$ cat config.mk
export PLATFORM = sky130hd
export DESIGN_NAME = msad_mv_select
export DESIGN_NICKNAME = d
export VERILOG_FILES = /design/src/rtl/msad_mv_select.sv
export SDC_FILE = /design/constraint.sdc
export NUM_CORES = 1
export LEC_CHECK = 0
export CAP_MARGIN = 40
export CELL_PAD_IN_SITES_DETAIL_PLACEMENT = 1
export CELL_PAD_IN_SITES_GLOBAL_PLACEMENT = 2
export CORE_ASPECT_RATIO = 0.7
export CORE_MARGIN = 3
export CORE_UTILIZATION = 31
export CTS_BUF_LIST = sky130_fd_sc_hd__clkbuf_16
export DETAILED_ROUTE_END_ITERATION = 16
export GPL_TIMING_DRIVEN = 1
export PLACE_DENSITY_LB_ADDON = 0.05
export RECOVER_POWER = 50
export REMOVE_ABC_BUFFERS = 1
export SLEW_MARGIN = 20
export SYNTH_ARGS = -nofsm -noshare
export SYNTH_HDL_FRONTEND = slang
export SYNTH_SLANG_ARGS = --single-unit
$ cat constraint.sdc
create_clock -name clk_i -period 4.1 [get_ports clk_i]
set_input_delay 0.82 -clock clk_i [delete_from_list [all_inputs] [get_ports clk_i]]
set_output_delay 0.82 -clock clk_i [all_outputs]
set_load 0.01 [all_outputs]
$ cat src/rtl/msad_mv_select.sv
// Block-level motion-vector selector: folds per-batch SAD minima into one
// block minimum and reports it as a signed (mv_x, mv_y) displacement.
module msad_mv_select #(
   parameter int SAD_BIT_WIDTH     = 14,
   parameter int BATCHES_PER_BLOCK = 16,
   parameter int INDEX_WIDTH       = 4,
   parameter int MV_BIT_WIDTH      = 5,
   parameter int SEARCH_OFFSET     = 8
) (
   input  logic                     clk_i,
   input  logic                     rst_n_i,
   input  logic                     start_i,
   input  logic                     interim_valid_i,
   input  logic [SAD_BIT_WIDTH-1:0] MSAD_interim_i,
   input  logic [INDEX_WIDTH-1:0]   MSAD_index_interim_i,
   input  logic                     res_ready_i,
   output logic                     res_valid_o,
   output logic [SAD_BIT_WIDTH-1:0] best_sad_o,
   output logic [MV_BIT_WIDTH-1:0]  mv_x_o,
   output logic [MV_BIT_WIDTH-1:0]  mv_y_o,
   output logic                     busy_o
);

   localparam int BW =
      (BATCHES_PER_BLOCK > 1) ? $clog2(BATCHES_PER_BLOCK) : 1;
   localparam logic [BW-1:0] LAST = BW'(BATCHES_PER_BLOCK - 1);
   localparam logic [MV_BIT_WIDTH-1:0] OFS =
      MV_BIT_WIDTH'(SEARCH_OFFSET);

   typedef enum logic [1:0] {
      IDLE,
      SEARCH,
      HOLD
   } state_e;

   state_e                   state_q, state_d;
   logic [BW-1:0]            batch_q, batch_d;
   logic [SAD_BIT_WIDTH-1:0] best_sad_q, best_sad_d;
   logic [INDEX_WIDTH-1:0]   best_idx_q, best_idx_d;
   logic [BW-1:0]            best_batch_q, best_batch_d;
   logic                     accept;
   logic                     take;

   always_ff @(posedge clk_i or negedge rst_n_i) begin
      if (!rst_n_i) begin
         state_q      <= IDLE;
         batch_q      <= '0;
         best_sad_q   <= '0;
         best_idx_q   <= '0;
         best_batch_q <= '0;
      end else begin
         state_q      <= state_d;
         batch_q      <= batch_d;
         best_sad_q   <= best_sad_d;
         best_idx_q   <= best_idx_d;
         best_batch_q <= best_batch_d;
      end
   end

   // Batch 0 seeds the minimum; later batches win only when strictly smaller.
   always_comb begin
      state_d      = state_q;
      batch_d      = batch_q;
      best_sad_d   = best_sad_q;
      best_idx_d   = best_idx_q;
      best_batch_d = best_batch_q;
      accept       = (state_q == SEARCH) && interim_valid_i;
      take         = accept &&
                     ((batch_q == '0) || (MSAD_interim_i < best_sad_q));

      unique case (state_q)
         IDLE: begin
            if (start_i) begin
               state_d = SEARCH;
               batch_d = '0;
            end
         end
         SEARCH: begin
            if (accept) begin
               if (batch_q == LAST) begin
                  state_d = HOLD;
               end else begin
                  batch_d = batch_q + BW'(1);
               end
            end
         end
         HOLD: begin
            if (res_ready_i) begin
               state_d = IDLE;
            end
         end
         default: begin
            state_d = IDLE;
         end
      endcase

      if (take) begin
         best_sad_d   = MSAD_interim_i;
         best_idx_d   = MSAD_index_interim_i;
         best_batch_d = batch_q;
      end
   end

   assign res_valid_o = (state_q == HOLD);
   assign busy_o      = (state_q != IDLE);
   assign best_sad_o  = best_sad_q;
   assign mv_x_o      = MV_BIT_WIDTH'(best_idx_q) - OFS;
   assign mv_y_o      = MV_BIT_WIDTH'(best_batch_q) - OFS;

endmodule

==> flow_summary.yaml, run 1 <==
die:
  start_util_pct: 32.6
  height_of_the_die_um: 65.6
  coreArea_um2: 4830
  dieArea_um2: 5990
  floorplan_die_width_um: 91.2
  count_of_pins_on_the_block_boundary: 49
  floorplan_row_count: 21
yosys:
  synth_area_per_cell_um2: 11.1
  synth-seq-cells: 28
  ys.flop_type: "sky130_fd_sc_hd__dfrtp_1"
  synth_enable_flop_cells: 0
  post_synth_num_cell_types: 27
  synth_top_cells_by_area: "sky130_fd_sc_hd__dfrtp_1 44%, sky130_fd_sc_hd__mux2_2 16%, sky130_fd_sc_hd__ha_1 12%"
  synthDominantCellAreaShare_pct: 44.5
  async_reset_ff_share_pct: 100
  synthesis.instances: 142
  ys_warn_count: 0
  synth.cell_area_um2: 1580
  seq_area_frac_synth_pct: 44.5
  synth_area_leader_cell: "sky130_fd_sc_hd__dfrtp_1"
clocking:
  cts_max_level: 1
  cts.repair.resized: 0
  cts_setup_buffers: 0
  cts-hold-fix-buffers: 0
  clkSinkCount: 28
  clock_buffer_count_from_cts: 3
  clkLatencyLatePin_ns: 0.27
  clk_pin_slew_worst_paths_ns: 0.06
  cts_max_path_buffers: 2
  clock_tree_from_tritoncts: "yes"
  cts.root.buffer_cell: "sky130_fd_sc_hd__clkbuf_16"
worst_setup_path:
  reg2reg_depth: 8
  signal_arrival_time_at_the_worst_endpoint_ns: 3.12
  worst-setup-path-type: "in2reg"
  setup.worst_path.end_class: "register"
  critical_path_maximum_fanout: 16
  critPathRequiredTime_ns: 4.25
  worstSetupStartpointType: "primary input"
sta:
  final_hold_viol_count: 0
  finClkSkew_ns: 0.00753
  max-slew-margin-rel_pct: -2.69
  setup_total_negative_slack_ns: 0
  pin_slew_with_the_least_headroom_to_its_limit_ns: 1.54
  rsz0062_at_grt: "no"
  clock.fmax_mhz: 336
  period_share_pct: 72.6
  number_of_max_slew_violations_in_the_final_report: 29
  fin_crit_ns: 2.98
  final-setup-viol-count: 0
global_route:
  wire_length_of_the_first_global_routing_pass_um: 6190
  grt_antenna_before_repair: 0
  first_global_vias: 1284
  grt_max_degree: 29
  overflow: 0
  grtUsageTotal_pct: 12.9
layout:
  fin_nets: 224
  final_area_um2: 2160
  areaGrowthSynthToFinish_pct: 36.9
  antenna_cells_inserted: 0
  layout-drive-gt1-share_pct: 15.7
status:
  status: "complete, but fails checks"
  violations: "capacitance limit, slew limit"
power_and_ir_drop:
  total_switching_power_uw: 542
  ir_worst_vdd_v: 0.000250
  clock_power_share_pct: 14.4
  p_comb_share_pct: 52.5
  internal_power_uw: 1020
  p_leak_uw: 0.000954
  switching_share_pct: 34.8
  power.share.sequential_pct: 33.0
  power.density_nw_per_um2: 723
drt:
  viasPerCell: 4.55
  avgRoutedWirePerCell_um: 13.4
  wl_met2_um: 1600
  wl_met3_um: 232
  drc: 0
  antenna_violating_nets_post_route: 0
  post_route_wl_um: 3390
  drt_pass1_iterations: 4
  dr_vias: 1155
  top_metal_layer_carrying_routed_signals: "met4"
  wirelength_met1_um: 1520
  detail_route.iter0.violations: 64
flow_run:
  max_cap_viol_count: 1
place:
  placement.cell_area_um2: 2080
  port_buffers: 48
  place.gp.congestion: 0.744
  dp.final_hpwl_um: 2700
hold_path:
  holdCritPathClass: "reg2reg"
  timing.hold.worst_path_depth: 1
==> power by group through the flow <==
stage | sequential [µW] | clock [µW] | combinational, µW
2_1_floorplan | 551 | 0 | 413
3_3_place_gp | 515 | 0 | 833
3_5_place_dp | 525 | 0 | 851
4_1_cts | 521 | 237 | 856
5_1_grt | 545 | 248 | 922
6_report | 515 | 225 | 819
==> metal layers <==
layer / vias up / GRT usage, %
met2: 33 / 22.4
met5: - / 0
met1: 554 / 15.3
li1: 564 / -
met4: 0 / 3.38
met3: 4 / 4.81
==> critical path, cell delays in order <==
cell	delay, ns
sky130_fd_sc_hd__clkdlybuf4s50_1	0.42
sky130_fd_sc_hd__ha_1	0.33
sky130_fd_sc_hd__a21oi_1	0.14
sky130_fd_sc_hd__o21ai_0	0.09
sky130_fd_sc_hd__a22o_2	0.29
sky130_fd_sc_hd__a211oi_4	0.46
sky130_fd_sc_hd__buf_12	0.22
sky130_fd_sc_hd__mux2_2	0.34
==> cell families after synthesis <==
group                      after synthesis  share of synthesized area [%]
buffers and inverters                   30                           10.1
DFF                                     28                           44.5
and+or+nand+nor                         25                           8.42
muxes                                   22                           15.7
AOI/OAI and AO/OA                       20                           8.26
adders and majority gates               15                           11.9
xor gates and xnor gates                 2                           1.11
==> Yosys cell counts, drive strengths merged (2+ instances only) <==
master	count
inv	19
nand2	7
nand4	3
xnor2	2
buf	10
a21oi	10
dfrtp	28
nand3	4
mux2	22
ha	15
nor2	3
nor2b	2
o21ai	4
==> stage by stage <==
stage / utilization (%) / power, µW / std cells / hold WS, ns / setup WS (ns)
floorplan: - / 965 / 131 / 0.481 / 1.28
global placement: 43.1 / 1350 / 250 / 0.493 / 0.870
detailed placement: 43.1 / 1380 / 250 / 0.500 / 0.822
CTS: 44.7 / 1610 / 254 / 0.517 / 1.10
global route: 44.6 / 1710 / 254 / 0.530 / 0.934
finish: 44.6 / 1560 / 254 / 0.509 / 1.12
==> cells in the final DEF, fill, tap and decap left out, drive strengths merged, types with 2 or more instances in the layout <==
master,Yosys,routed
clkdlybuf4s50,0,37
dfrtp,28,28
mux2,22,22
inv,19,19
ha,15,15
dlygate4sd3,0,11
a21oi,10,10
nand2,7,7
nand3,4,4
o21ai,4,4
clkbuf,1,4
nor2,3,3
nand4,3,3
nor2b,2,2
xnor2,2,2
==> cell type report <==
class	count	area [µm²]
clock buffers	3	75.1
repair buffers	50	504
inverters	19	71.3
well taps	69	86.3
multi-input cells	84	716
flip-flops and latches	28	701
clock inverters	1	3.75
fillers	548	2680
==> flip-flops by register name (all words and copies together) (netlist names) <==
signal	cells
best_sad_o	14
best_batch_q	4
best_idx_q	4
state_q	2
batch_q	4
==> worst paths after layout <==
| check | startpoint | to | slack, ns |
|---|---|---|---|
| setup / recovery | MSAD_interim_i[13] | best_sad_o[7] | 1.12 |
| hold / removal | best_idx_q[1] | best_idx_q[1] | 0.51 |
| setup reg to reg | best_sad_o[7] | best_sad_o[7] | 1.72 |
| hold reg to reg | best_idx_q[1] | best_idx_q[1] | 0.51 |
| max in group asynchronous | rst_n_i | best_idx_q[3] | 1.73 |
| min in group asynchronous | rst_n_i | best_sad_o[2] | 1.46 |
No activity file was read; power rests on OpenSTA's default activity.
==> run 2, diff against run 1 <==
--- a/config.mk
+++ b/config.mk
@@ -10,7 +10,7 @@
 export CELL_PAD_IN_SITES_GLOBAL_PLACEMENT = 2
 export CORE_ASPECT_RATIO = 0.7
 export CORE_MARGIN = 3
-export CORE_UTILIZATION = 31
+export CORE_UTILIZATION = 26
 export CTS_BUF_LIST = sky130_fd_sc_hd__clkbuf_16
 export DETAILED_ROUTE_END_ITERATION = 16
 export GPL_TIMING_DRIVEN = 1
==> constraint.sdc (replaced) <==
create_clock -name clk_i -period 2.47 [get_ports clk_i]
set_input_delay 0.494 -clock clk_i [delete_from_list [all_inputs] [get_ports clk_i]]
set_output_delay 0.494 -clock clk_i [all_outputs]
set_load 0.01 [all_outputs]
==> run 2 against run 1 <==
  * The flow now finishes without violations
  * Total power is 78% higher
  * Clock skew is 0.0024 ns lower
  * Clock-buffer cell count stayed put
  * Worst hold slack worse by 0.00097 ns
  * Clock power is 69% higher
  * Setup slack worse by 1.0 ns
  * First-iteration DRC count is 47% lower
  * Routed wire length is 15% higher
  * Highest routed layer unchanged
==> flow_summary.yaml, run 2 (synthesis results as in run 1) <==
status:
  status: "complete, no violations"
clocking:
  clkSinkCount: 28
  cts-hold-fix-buffers: 0
  clk_pin_slew_worst_paths_ns: 0.07
  clkLatencyLatePin_ns: 0.27
  cts_max_level: 1
  cts.root.buffer_cell: "sky130_fd_sc_hd__clkbuf_16"
  cts_max_path_buffers: 2
  clock_buffer_count_from_cts: 3
  clock_tree_from_tritoncts: "yes"
layout:
  mostFrequentLayoutCell: "sky130_fd_sc_hd__clkdlybuf4s50_1"
  final_area_um2: 2280
  most_frequent_cells_in_the_layout: "34 x sky130_fd_sc_hd__clkdlybuf4s50_1, 28 x sky130_fd_sc_hd__dfrtp_1, 22 x sky130_fd_sc_hd__mux2_2"
  layout-drive-gt1-share_pct: 22.1
  fin_nets: 229
  largest_register_ffs: 14
  antenna_cells_inserted: 0
  areaGrowthSynthToFinish_pct: 45.0
power_and_ir_drop:
  power.density_nw_per_um2: 1220
  totalPowerFinal_uw: 2770
  p_leak_uw: 0.00102
  ir_worst_vdd_v: 0.000402
hold_path:
  min_delay_worst_endpoint: "best_idx_q[0]"
  timing.hold.worst_path_depth: 1
  holdCritPathClass: "reg2reg"
  min-delay-start: "best_idx_q[0]"
drt:
  drt_pass1_iterations: 3
  viasPerCell: 4.49
  dr_vias: 1189
  detail_route.iter0.violations: 34
  antenna_violating_nets_post_route: 0
  post_route_wl_um: 3910
  avgRoutedWirePerCell_um: 14.8
  drc: 0
sta:
  pin_slew_with_the_least_headroom_to_its_limit_ns: 0.774
  final_hold_viol_count: 0
  rsz0062_at_grt: "no"
  setup_total_negative_slack_ns: 0
  period_share_pct: 96.8
  clock.fmax_mhz: 418
  final-setup-viol-count: 0
  number_of_max_slew_violations_in_the_final_report: 0
  fin_worst_hold_slack_ns: 0.508
  fin_crit_ns: 2.39
  max-slew-margin-rel_pct: 48.4
  finClkSkew_ns: 0.00515
  setup_ws_ns: 0.0780
worst_setup_path:
  r2r-end: "best_sad_o[5]"
  critical_path_maximum_fanout: 5
  signal_arrival_time_at_the_worst_endpoint_ns: 2.54
  worstSetupStartpointType: "primary input"
  reg2reg_from: "best_sad_o[13]"
  worst-setup-path-type: "in2reg"
  ff2ff_setup_slack_ns: 0.27
  setup.worst_path.end_class: "register"
  critPathRequiredTime_ns: 2.62
  reg2reg_depth: 9
die:
  coreArea_um2: 5780
  dieArea_um2: 7040
  height_of_the_die_um: 71.1
  count_of_pins_on_the_block_boundary: 49
  floorplan_die_width_um: 99.0
  floorplan_row_count: 23
  start_util_pct: 27.2
global_route:
  wire_length_of_the_first_global_routing_pass_um: 6240
  overflow: 0
  grt_antenna_before_repair: 0
  grtUsageTotal_pct: 11.2
  grt_max_degree: 29
  first_global_vias: 1259
place:
  dp.final_hpwl_um: 2760
  place.gp.congestion: 0.681
  place_worst_setup_slack_ns: -0.328
  placement.cell_area_um2: 2080
  port_buffers: 48
flow_run:
  max_cap_viol_count: 0
==> run 2: cell count changes in the layout (fill, tap and decap cells not counted), moves of 2 or more <==
cell | before | now
sky130_fd_sc_hd__a21oi_2 | 0 | 2
sky130_fd_sc_hd__ha_1 | 15 | 11
sky130_fd_sc_hd__a21oi_1 | 10 | 8
sky130_fd_sc_hd__buf_6 | 0 | 5
sky130_fd_sc_hd__clkdlybuf4s50_1 | 37 | 34
sky130_fd_sc_hd__ha_4 | 0 | 4
sky130_fd_sc_hd__dlymetal6s2s_1 | 0 | 4
==> run 2: layout make-up <==
cell class                 instances  area (µm²)
clock inverter                     1        3.75
clock buffer                       3        75.1
fill                             632        3500
inverter                          19        71.3
multi-input combinational         84         779
timing repair buffer              55         559
sequential                        28         701
tap                               75        93.8
==> run 2: what timing repair did <==
action	4_1_cts	5_1_grt
resized for setup	4	15
hold endpoints to repair	0	0
setup endpoints to repair	22	22
setup buffers	2	0
cloned	2	0
pin swaps	2	5
==> run 2: layer usage <==
| metal | GRT usage, % | share of wire (%) | vias up |
|---|---|---|---|
| li1 | - | - | 571 |
| met1 | 14.6 | 47 | 584 |
| met2 | 17.9 | 46 | 29 |
| met3 | 3.35 | 5.5 | 5 |
| met4 | 3.18 | 1.2 | 0 |
| met5 | 0 | 0 | - |
==> run 2: worst max-delay path: stages <==
cell and delay [ns]:
sky130_fd_sc_hd__clkdlybuf4s50_1 0.44, sky130_fd_sc_hd__ha_1 0.23, sky130_fd_sc_hd__a21oi_2 0.15, sky130_fd_sc_hd__o21ai_1 0.08
sky130_fd_sc_hd__a22o_2 0.28, sky130_fd_sc_hd__a211oi_4 0.25, sky130_fd_sc_hd__buf_6 0.14, sky130_fd_sc_hd__buf_4 0.14
sky130_fd_sc_hd__mux2_2 0.33
==> run 2: worst max-delay path by stage <==
stage	startpoint	endpoint	slack, ns	cells past startpoint
4_1_cts	MSAD_interim_i[13]	best_idx_q[1]	0.02	9
3_3_place_gp	MSAD_interim_i[13]	best_sad_o[7]	-0.26	8
6_report	MSAD_interim_i[10]	best_sad_o[5]	0.08	9
5_1_grt	MSAD_interim_i[12]	best_sad_o[5]	0.006	9
3_5_place_dp	MSAD_interim_i[13]	best_sad_o[8]	-0.33	8
2_1_floorplan	MSAD_interim_i[13]	best_idx_q[0]	-0.02	6
==> run 2: power by group <==
| group | leakage [µW] | internal, µW | switching (µW) | total (µW) |
|---|---|---|---|---|
| clock | 0.0000385 | 218 | 163 | 380 |
| sequential | 0.000331 | 684 | 174 | 859 |
| combinational | 0.000652 | 889 | 647 | 1540 |
| total | 0.00102 | 1790 | 984 | 2770 |
==> run 2: metrics by stage <==
stage,utilization (%),cells
detailed placement,36.0,257
finish,39.5,265
global route,39.5,265
floorplan,-,131
CTS,38.0,265
global placement,36.0,257
==> run 3, diff against run 2 <==
--- a/config.mk
+++ b/config.mk
@@ -17,6 +17,7 @@
 export PLACE_DENSITY_LB_ADDON = 0.05
 export RECOVER_POWER = 50
 export REMOVE_ABC_BUFFERS = 1
+export SKIP_CTS_REPAIR_TIMING = 1
 export SLEW_MARGIN = 20
 export SYNTH_ARGS = -nofsm -noshare
 export SYNTH_HDL_FRONTEND = slang
==> run 3 against run 2 <==
  * Cell area down 0.71%
  * Worst hold slack about the same
  * Routed wire length down 3.5%
  * Final cell count down 0.38%
  * Setup slack worse by 0.00093 ns
  * Core utilization down 0.28 points
  * Critical path depth unchanged
  * Sequential cell count unchanged
  * Clock power about the same
  * Highest routed layer unchanged
==> flow_summary.yaml, run 3 (synthesis results as in run 1) <==
layout:
  layout-drive-gt1-share_pct: 21.7
  areaGrowthSynthToFinish_pct: 43.9
  fin_nets: 228
  finished_layout_cells: 264
  largest_register_ffs: 14
  antenna_cells_inserted: 0
  final_area_um2: 2270
  final_core_util_pct: 39.2
  most_frequent_cells_in_the_layout: "35 x sky130_fd_sc_hd__clkdlybuf4s50_1, 28 x sky130_fd_sc_hd__dfrtp_1, 22 x sky130_fd_sc_hd__mux2_2"
  mostFrequentLayoutCell: "sky130_fd_sc_hd__clkdlybuf4s50_1"
  number_of_fill_cells: 634
power_and_ir_drop:
  switching_share_pct: 35.4
  total_switching_power_uw: 970
  power.share.sequential_pct: 31.3
  p_comb_share_pct: 54.7
  power.density_nw_per_um2: 1210
  p_leak_uw: 0.000998
  ir_worst_vdd_v: 0.000439
  internal_power_uw: 1770
  clock_power_share_pct: 13.9
clocking:
  clkSinkCount: 28
  clock_tree_from_tritoncts: "yes"
  cts_max_level: 1
  clock_buffer_count_from_cts: 3
  clk_pin_slew_worst_paths_ns: 0.07
  cts.root.buffer_cell: "sky130_fd_sc_hd__clkbuf_16"
  cts_max_path_buffers: 2
  clkLatencyLatePin_ns: 0.27
drt:
  post_route_wl_um: 3770
  viasPerCell: 4.44
  detail_route.iter0.violations: 15
  avgRoutedWirePerCell_um: 14.3
  antenna_violating_nets_post_route: 0
  drc: 0
  dr_vias: 1173
  drt_pass1_iterations: 3
place:
  place.gp.congestion: 0.681
  placement.cell_area_um2: 2080
  place_worst_setup_slack_ns: -0.328
  placed_cells: 257
  dp.final_hpwl_um: 2760
  port_buffers: 48
sta:
  setup_total_negative_slack_ns: 0
  final_hold_viol_count: 0
  max-slew-margin-rel_pct: 48.6
  pin_slew_with_the_least_headroom_to_its_limit_ns: 0.770
  setup_ws_ns: 0.0771
  rsz0062_at_grt: "no"
  fin_crit_ns: 2.39
  clock.fmax_mhz: 418
  period_share_pct: 96.9
  final-setup-viol-count: 0
  finClkSkew_ns: 0.00695
  number_of_max_slew_violations_in_the_final_report: 0
hold_path:
  holdCritPathClass: "reg2reg"
global_route:
  first_global_vias: 1228
  grtUsageTotal_pct: 10.6
  overflow: 0
  grt_max_degree: 29
  wire_length_of_the_first_global_routing_pass_um: 5950
  grt_antenna_before_repair: 0
die:
  dieArea_um2: 7040
  count_of_pins_on_the_block_boundary: 49
  floorplan_die_width_um: 99.0
  start_util_pct: 27.2
  floorplan_row_count: 23
  height_of_the_die_um: 71.1
  coreArea_um2: 5780
worst_setup_path:
  critical_path.n_buffers_inverters: 3
  critPathRequiredTime_ns: 2.63
  signal_arrival_time_at_the_worst_endpoint_ns: 2.55
  setup.worst_path.end_class: "register"
  cell_by_cell_trace_of_the_critical_path: "clkdlybuf4s50_1 > ha_1 > a21oi_2 > o21ai_0 > a22o_2 > a211oi_4 > buf_4 > buf_6 > mux2_2"
  path_delay_family: "buffers and inverters"
  worst-setup-path-type: "in2reg"
  critical_path_maximum_fanout: 6
  worst_path_max_delay_cell: "sky130_fd_sc_hd__clkdlybuf4s50_1"
  crit_path_max_incr_delay_ns: 0.43
  worstSetupStartpointType: "primary input"
status:
  status: "complete, no violations"
flow_run:
  max_cap_viol_count: 0
==> run 3: cell types whose count changed in the layout (fill, tap and decap cells not counted) <==
cell and delta:
sky130_fd_sc_hd__buf_6 -1, sky130_fd_sc_hd__clkdlybuf4s50_1 +1, sky130_fd_sc_hd__dlygate4sd3_1 +1, sky130_fd_sc_hd__dlymetal6s2s_1 -2
==> run 3: power groups by stage <==
| stage | Clock (µW) | Combinational, µW | Sequential (µW) |
|---|---|---|---|
| finish | 381 | 1500 | 858 |
| global route | 418 | 1640 | 903 |
| CTS | 405 | 1410 | 868 |
| global placement | 0 | 1380 | 863 |
| floorplan | 0 | 686 | 915 |
| detailed placement | 0 | 1400 | 877 |
==> run 3: area by class of cell <==
type	count	area, µm²	share of cell area, %
clock buffers	3	75.1	3.31
clock inverters	1	3.75	0.166
inverters	19	71.3	3.15
multi-input cells	84	779	34.4
flip-flops and latches	28	701	30.9
well taps	75	93.8	4.14
repair buffers	54	543	24.0
==> run 3: worst register-to-register path, cell delays in order (launching register included) <==
cell	delay (ns)
sky130_fd_sc_hd__dfrtp_1	0.39
sky130_fd_sc_hd__inv_1	0.10
sky130_fd_sc_hd__ha_4	0.21
sky130_fd_sc_hd__a21oi_1	0.15
sky130_fd_sc_hd__o21ai_1	0.10
sky130_fd_sc_hd__a22o_2	0.28
sky130_fd_sc_hd__a211oi_4	0.19
sky130_fd_sc_hd__buf_4	0.19
sky130_fd_sc_hd__buf_6	0.14
sky130_fd_sc_hd__mux2_2	0.33
==> run 3: layer usage <==
layer  global-route usage, %  share of wire (%)  vias to the layer above
li1                        -                  -                      569
met1                    13.4                 47                      570
met2                    17.6                 46                       29
met3                    3.35                5.8                        5
met4                    3.18                1.2                        0
met5                       0                  0                        -
==> run 3: worst paths after layout <==
| path | end | cells past startpoint | slack [ns] | start |
|---|---|---|---|---|
| worst min register to register | best_idx_q[0] | 1 | 0.51 | best_idx_q[0] |
| worst max register to register | best_sad_o[7] | 9 | 0.29 | best_sad_o[13] |
| min in group asynchronous | best_sad_o[11] | 2 | 0.83 | rst_n_i |
| max in group asynchronous | batch_q[1] | 2 | 1.16 | rst_n_i |
| worst max-delay path | best_sad_o[7] | 9 | 0.08 | MSAD_interim_i[7] |
| worst min-delay path | best_idx_q[0] | 1 | 0.51 | best_idx_q[0] |
==> run 3: metrics by stage <==
step	power [µW]	hold slack, ns
3_3_place_gp	2240	0.494
2_1_floorplan	1600	0.198
6_report	2740	0.508
5_1_grt	2960	0.534
4_1_cts	2680	0.519
3_5_place_dp	2280	0.496
